**src/rtl/fetch_sequencer.sv**
```systemverilog
// Instruction fetch sequencer: drives the PC and memory handshake to fetch
// an instruction word (and optionally one immediate word), starts the execute
// unit, and handles jumps and memory timeouts.
// Build option: define FETCH_SEQ_IMM_EN to enable the immediate-word fetch path.
module fetch_sequencer #(
  parameter int DATA_WIDTH = 16,
  parameter int WAIT_MAX   = 15
) (
  input  logic                  clk,
  input  logic                  notReset,
  input  logic                  run,
  input  logic                  mem_ack,
  input  logic                  exec_done,
  input  logic                  jmp_req,
  input  logic                  has_imm,
  input  logic [DATA_WIDTH-1:0] data_bus,
  output logic                  mem_req,
  output logic                  pc_notClr,
  output logic                  pc_notWrite,
  output logic                  pc_read,
  output logic                  pc_inc,
  output logic                  ir_load,
  output logic                  imm_load,
  output logic                  exec_start,
  output logic                  busy,
  output logic                  fault,
  output logic [2:0]            state,
  output logic [DATA_WIDTH-1:0] ir_word
);

  localparam logic [2:0] S_CLR       = 3'd0;
  localparam logic [2:0] S_IDLE      = 3'd1;
  localparam logic [2:0] S_ADDR      = 3'd2;
  localparam logic [2:0] S_LATCH     = 3'd3;
  localparam logic [2:0] S_IMM_ADDR  = 3'd4;
  localparam logic [2:0] S_IMM_LATCH = 3'd5;
  localparam logic [2:0] S_EXEC      = 3'd6;
  localparam logic [2:0] S_JUMP      = 3'd7;

  // Last wait-counter value before the access is declared timed out.
  localparam logic [7:0] WAIT_LAST = 8'(WAIT_MAX - 1);

  logic [2:0] state_q, state_d;
  logic       fault_q, fault_d;
  logic [7:0] wait_q, wait_d;
  logic       exec_seen_q;
  logic       addr_phase;

  assign addr_phase = (state_q == S_ADDR) || (state_q == S_IMM_ADDR);

`ifndef FETCH_SEQ_IMM_EN
  logic unused_has_imm;
  assign unused_has_imm = has_imm;
`endif

  // Next-state, fault and wait-counter logic; the counter is held at zero
  // outside address phases so every address phase starts from a clean count.
  always_comb begin
    state_d = state_q;
    fault_d = fault_q;
    wait_d  = '0;
    case (state_q)
      S_CLR:  state_d = S_IDLE;
      S_IDLE: if (run && !fault_q) state_d = S_ADDR;
      S_ADDR, S_IMM_ADDR: begin
        // An ack on the final wait cycle still wins over the timeout.
        if (mem_ack) begin
          state_d = (state_q == S_ADDR) ? S_LATCH : S_IMM_LATCH;
        end else if (wait_q == WAIT_LAST) begin
          fault_d = 1'b1;
          state_d = S_IDLE;
        end else begin
          wait_d = wait_q + 8'd1;
        end
      end
      S_LATCH: begin
`ifdef FETCH_SEQ_IMM_EN
        state_d = has_imm ? S_IMM_ADDR : S_EXEC;
`else
        state_d = S_EXEC;
`endif
      end
      S_IMM_LATCH: state_d = S_EXEC;
      S_EXEC: begin
        if (exec_done) begin
          if (jmp_req)  state_d = S_JUMP;
          else if (run) state_d = S_ADDR;
          else          state_d = S_IDLE;
        end
      end
      S_JUMP:  state_d = run ? S_ADDR : S_IDLE;
      default: state_d = S_CLR;
    endcase
  end

  // State registers with asynchronous active-low reset into CLR.
  always_ff @(posedge clk or negedge notReset) begin
    if (!notReset) begin
      state_q     <= S_CLR;
      fault_q     <= 1'b0;
      wait_q      <= '0;
      exec_seen_q <= 1'b0;
    end else begin
      state_q     <= state_d;
      fault_q     <= fault_d;
      wait_q      <= wait_d;
      exec_seen_q <= (state_q == S_EXEC);
    end
  end

  // Output decode from the current state.
  always_comb begin
    mem_req     = addr_phase;
    pc_read     = addr_phase;
    pc_inc      = (state_q == S_LATCH) || (state_q == S_IMM_LATCH);
    pc_notWrite = (state_q != S_JUMP);
    // Gated by reset so the clear pulse only fires after reset is released.
    pc_notClr   = !((state_q == S_CLR) && notReset);
    ir_load     = (state_q == S_LATCH);
`ifdef FETCH_SEQ_IMM_EN
    imm_load    = (state_q == S_IMM_LATCH);
`else
    imm_load    = 1'b0;
`endif
    exec_start  = (state_q == S_EXEC) && !exec_seen_q;
    busy        = (state_q != S_IDLE) && (state_q != S_CLR);
    fault       = fault_q;
    state       = state_q;
    ir_word     = data_bus;
  end

endmodule

```
**config.mk**
```make
export PLATFORM = sky130hd
export DESIGN_NAME = fetch_sequencer
export DESIGN_NICKNAME = d
export VERILOG_FILES = /design/src/rtl/fetch_sequencer.sv
export SDC_FILE = /design/constraint.sdc
export NUM_CORES = 1
export LEC_CHECK = 0
export ABC_AREA = 1
export BUFFER_PORTS_ARGS = -buffer_cell sky130_fd_sc_hd__buf_2
export CAP_MARGIN = 20
export CORE_MARGIN = 4
export CORE_UTILIZATION = 48
export CTS_BUF_LIST = sky130_fd_sc_hd__clkbuf_8 sky130_fd_sc_hd__clkbuf_16
export CTS_CLUSTER_SIZE = 14
export DETAILED_ROUTE_END_ITERATION = 8
export GPL_TIMING_DRIVEN = 0
export HOLD_SLACK_MARGIN = 0.06
export PLACE_DENSITY = 0.85
export SETUP_SLACK_MARGIN = 0.1
export SYNTH_ARGS = -nofsm -noshare
export SYNTH_HDL_FRONTEND = slang
export SYNTH_SLANG_ARGS = --single-unit
```
**constraint.sdc**
```tcl
create_clock -name clk -period 3.36 [get_ports clk]
set_clock_uncertainty 0.05 [all_clocks]
set_input_delay 0.168 -clock clk [delete_from_list [all_inputs] [get_ports clk]]
set_output_delay 0.168 -clock clk [all_outputs]
set_load 0.01 [all_outputs]
```
## Yosys cells after proc, flatten, opt, wreduce, memory -nomap -nowiden

Cells that the tools add are included.

- Add/subtract/negate cells: 1
- Eq/ne operators: 13
- Multiplexer cells: 11
- Bitwise gates (word level): 1
- Reductions and logical operators: 15

Operators with widths:

| kind | count |
|---|---|
| 2-to-1 mux 8 bit | 3 |
| 2-to-1 mux 3 bit | 6 |
| one-hot mux 3 bit (6 select lines) | 1 |
| == test 3 bit, second input constant | 4 |
| adder 8 x 1 -> 8 bit, second input constant | 1 |
| == test 8 x 4 -> 1 bit, second input constant | 1 |
| == test 3 x 2 -> 1 bit, second input constant | 2 |
| != test 3 bit, second input constant | 2 |
| AND reduction 3 bit | 2 |
| logical AND 1 bit | 4 |
| != test 2 bit, second input constant | 2 |
| OR reduction 2 bit | 2 |
| == test 3 x 1 -> 1 bit, second input constant | 1 |
| zero test 1 bit | 3 |
| zero test 3 bit | 1 |
| != test 3 x 1 -> 1 bit, second input constant | 1 |
| nonzero test 3 bit | 1 |
| logical OR 1 bit | 2 |
| 2-to-1 mux 2 bit | 1 |
| inverter 1 bit | 1 |

- Register bits: 13
- Input bits: 23
- Output and inout bits: 29

## Logic depth before layout (Yosys ltp)

- Word-level depth: 4
- Mapped depth: 9
- Gate-level depth less buffers: 9

## Worst setup path before layout

Ideal clock, no wire load.

- Kind: reg-to-reg
- From: register state_q[1], in the netlist state[1]
- To: register state_q[2], in the netlist state[2]
- Setup time: 116 ps
- Arrival: 1154 ps
- Setup slack: 2040 ps
- Stages on the path, launching flop included: 9
- Cell sequence: dfrtp_1 buf_6 nor2_4 nand2_2 nand2_4 nand3_2 buf_6 nand3_1 nand2_1

- Longest elaborated chain between the ends: 4
- Elaborated cells between the ends (all ways): 17
- Classes of those cells: eq/ne (10); mux (3); reduce/logical (4)

RTL lines:

| what | RTL line | source |
|---|---|---|
| from (decl) | 43 | `logic [2:0] state_q, state_d;` |
| from (signal assigned) | 104 | `state_q <= state_d;` |
| == test 3 x 2 -> 1 bit / == test 3 bit (equally long branches) | 62, 68 |  |
| 2-to-1 mux 3 bit / OR reduction 2 bit (equally long branches) | 68, 62 |  |
| 2-to-1 mux 3 bit / != test 3 bit (equally long branches) | - |  |
| one-hot mux 3 bit (6 select lines) / AND reduction 3 bit (equally long branches) | - |  |

Several ways; a longest one is shown, not always the timed one.
A chain may end at the register's enable or synchronous reset.

## Worst setup path after layout

- From: register state_q[0], in the netlist state[0]
- To: output port busy

- Longest elaborated chain between the ends: 2
- Elaborated cells between the ends (all ways): 3
- Classes of those cells: eq/ne (1); reduce/logical (2)

RTL lines:

| what | RTL line | source |
|---|---|---|
| != test 3 x 1 -> 1 bit / nonzero test 3 bit (equally long branches) | 126 | `busy = (state_q != S_IDLE) && (state_q != S_CLR);` |
| logical AND 1 bit * | 126 |  |
| to (decl) | 25 | `output logic busy,` |

Every way passes the cells marked *; elsewhere a longest branch is shown, timed or not.

==> run summary <==
Synth Area in XOR/XNOR -> 0.01774
Critical Path Source Type -> flip-flop
first-pass detailed-route iteration total -> 4
Pwr per Cell Area -> 644.3 nW/µm²
CP peak stage delay -> 510 ps
ANT cells -> 0
drt total wl -> 2.082 mm
Resized cells post-CTS -> 0
endpoints failing setup -> 0
DRT iter0 DRCs -> 24
switching share of power -> 0.4376
Routed Antenna Nets -> 0
Synth Warn # -> 0
min-delay src -> mem_ack
combinational share of power -> 0.564
# IOs -> 52
maximum VDD drop -> 423.2 µV
first-pass GRT wire length -> 3.215 mm
die width -> 53.35 µm
Placer Congestion -> 0.8732
CP Buf/Inv Count -> 3
maximum fanout along the worst path -> 7
total grt overflow -> 0
top layer in use -> met4
syn_nets -> 157
largest net degree at the start of global routing -> 15
count of input and output buffers -> 33
area share of fa/ha/maj cells after synthesis -> 0.02535
R2R Setup Slk -> 1990 ps
clock root cell -> clkbuf_8
Final HPWL DP -> 1.674 mm
Final Critical Period -> 1734 ps
post-synthesis mux area share -> 0
DRC -> 0
Crit Path Category -> reg2out
Layout Area Growth over Synthesis -> 25.73%
Synth Area in Simple Gates -> 0.3523
max-slew violation count -> 0
Core Footprint -> 1962 µm²
Die Y -> 53.35 µm
worst reg2reg startpoint -> state[0]$_DFFE_PN0P_
cell count of the worst reg-to-reg path -> 7
later-pin clock latency in the skew report -> 240 ps
clock share of power -> 0.170
Sequential Power Share -> 0.266
initial antenna violation count -> 0
Cell Chain, Critical Path -> inv_2, nand3_2, nand2_1, nor3_1, inv_1, buf_2
Final Hold Viols -> 0
DRT met1 WL -> 877 µm
status -> completed
CTS tree -> built
fmax -> 576.6 MHz
Max-Cap Viols -> 0
Hold Path End -> wait_q[7]$_DFF_PN0_
HP Class -> in2reg
DR WL/cell -> 10.57 µm
clk buf depth -> 2
Crit. path cell count -> 6
highest-count cells in the layout ignoring fill and taps -> 33 x buf_2, 22 x nand2_1, 21 x nor2_1
worst hold stages -> 4
Nets -> 196
switching power -> 350.0 µW
DR WL met2 -> 956 µm
critical path endpoint category -> output pin
main combinational cell family by area after synthesis -> simple AND/OR/NAND/NOR gates
vias in the first global route -> 819
Synth Instances -> 132
family with the most delay on the worst path -> flip-flops
Syn Std Cell Area -> 987.2 µm²
die area -> 2846 µm²
commonest non-fill, non-tap cell in the layout -> buf_2
clock buffer count from CTS -> 3
RSZ-0062 raised after global routing -> false
setup_tns -> 0 ps
vias per cell -> 4.731
GRT Util Overall -> 0.1553
average size of a mapped cell -> 7.479 µm²
crit path max-delay cell type -> dfrtp_1
Yosys cell types -> 24
WP data required -> 3140 ps
worst reg2reg endpoint -> state[2]$_DFFE_PN0P_
Met3 Wirelength -> 216 µm
static leakage power -> 0.6959 nW
clock-pin transition on the worst setup and hold timing paths -> 50 ps
Power Total -> 799.7 µW
Yosys reg bits -> 13
Cell Rows -> 16
clock sinks -> 13
sequential area share after synthesis -> 0.3295
internal power -> 449.7 µW
fraction of layout cells with a size suffix above 1 -> 0.4000
part of the cycle the worst path needs -> 0.5162
Initial Util -> 0.5032
Crit path arrival time -> 1520 ps
H-tree depth -> 1
complex-gate fraction of the synthesized area -> 0.02788
filler cell count in the final layout -> 169
vias -> 932
sequential cells by signal (all words and copies together) (netlist names):
name,count
wait_q,8
fault,1
state,3
exec_seen_q,1
how the worst max path moves through the flow:
stage,to,from
global route,busy,state[0]$_DFFE_PN0P_
detailed placement,busy,state[0]$_DFFE_PN0P_
finish,busy,state[0]$_DFFE_PN0P_
CTS,busy,state[0]$_DFFE_PN0P_
floorplan,state[2]$_DFFE_PN0P_,state[1]$_DFFE_PN0P_
global placement,busy,state[0]$_DFFE_PN0P_
cells by family after synthesis:
family                   after synthesis
buffers and inverters                 40
other                                  1
AO/OA/AOI/OAI                          5
adder cells (fa/ha/maj)                2
AND/OR/NAND/NOR                       69
flip-flops                            13
XOR/XNOR                               2
cell usage after synthesis:
library cell	count	area share
nand2_1	22	0.084
nor2_1	21	0.080
buf_4	18	0.14
inv_1	17	0.065
nand3_1	14	0.071
dfrtp_1	13	0.33
buf_6	3	0.034
a21oi_1	2	0.010
ha_1	2	0.025
inv_2	2	0.0076
nand3_2	2	0.020
nor2_4	2	0.023
nor3_1	2	0.010
o21ai_0	2	0.010
conb_1	1	0.0038
nand2_2	1	0.0063
nand2_4	1	0.011
nand3_4	1	0.018
nand4_1	1	0.0063
nor3_2	1	0.010
nor3b_2	1	0.013
o21bai_1	1	0.0076
xnor2_1	1	0.0089
xor2_1	1	0.0089
per-layer routing:
layer,vias to the layer above,GRT usage
met1,417,0.1747
met5,-,0
met2,48,0.2714
met4,0,0.08936
met3,4,0.02535
li1,463,-
stage by stage:
step / utilization / hold WS [ps] / instance area, µm² / instances / worst slack (ps)
after floorplan: - / -177.6 / 987.2 / 132 / 2040
after global placement: 0.6046 / 23.17 / 1186 / 192 / 2019
after detailed placement: 0.6046 / 29.08 / 1186 / 192 / 1913
after CTS: 0.6327 / 199.5 / 1241 / 197 / 1643
after global routing: 0.6327 / 222.1 / 1241 / 197 / 1577
final: 0.6327 / 200.6 / 1241 / 197 / 1626
worst register-to-register path, cell delays in order (launching register included):
cell     delay [ps]
dfrtp_1         480
inv_2           160
nand3_4         100
nand2_4         100
nand3_2          90
buf_6           150
nand3_1          80
nand2_1          60
what timing repair did:
action	CTS	global route
hold buffers	1	0
hold endpoints to repair	13	0
setup buffers	0	0
power groups by stage:
stage / registers [mW] / logic (mW) / clock network (mW)
6_report: 0.213 / 0.451 / 0.136
5_1_grt: 0.216 / 0.499 / 0.144
4_1_cts: 0.213 / 0.452 / 0.139
3_5_place_dp: 0.215 / 0.449 / 0
3_3_place_gp: 0.213 / 0.433 / 0
2_1_floorplan: 0.219 / 0.314 / 0
final cells by class:
cell class / count / area [µm²] / share of cell area
clock inverters: 1 / 3.754 / 0.003024
repair buffers: 34 / 175.2 / 0.1411
inverters: 19 / 71.32 / 0.05746
multi-input cells: 79 / 421.7 / 0.3397
flip-flops and latches: 13 / 325.3 / 0.2621
plain buffers: 21 / 168.9 / 0.1361
clock buffers: 3 / 41.29 / 0.03327
well taps: 27 / 33.78 / 0.02722
Note: power is estimated with default switching activity, not from simulation.
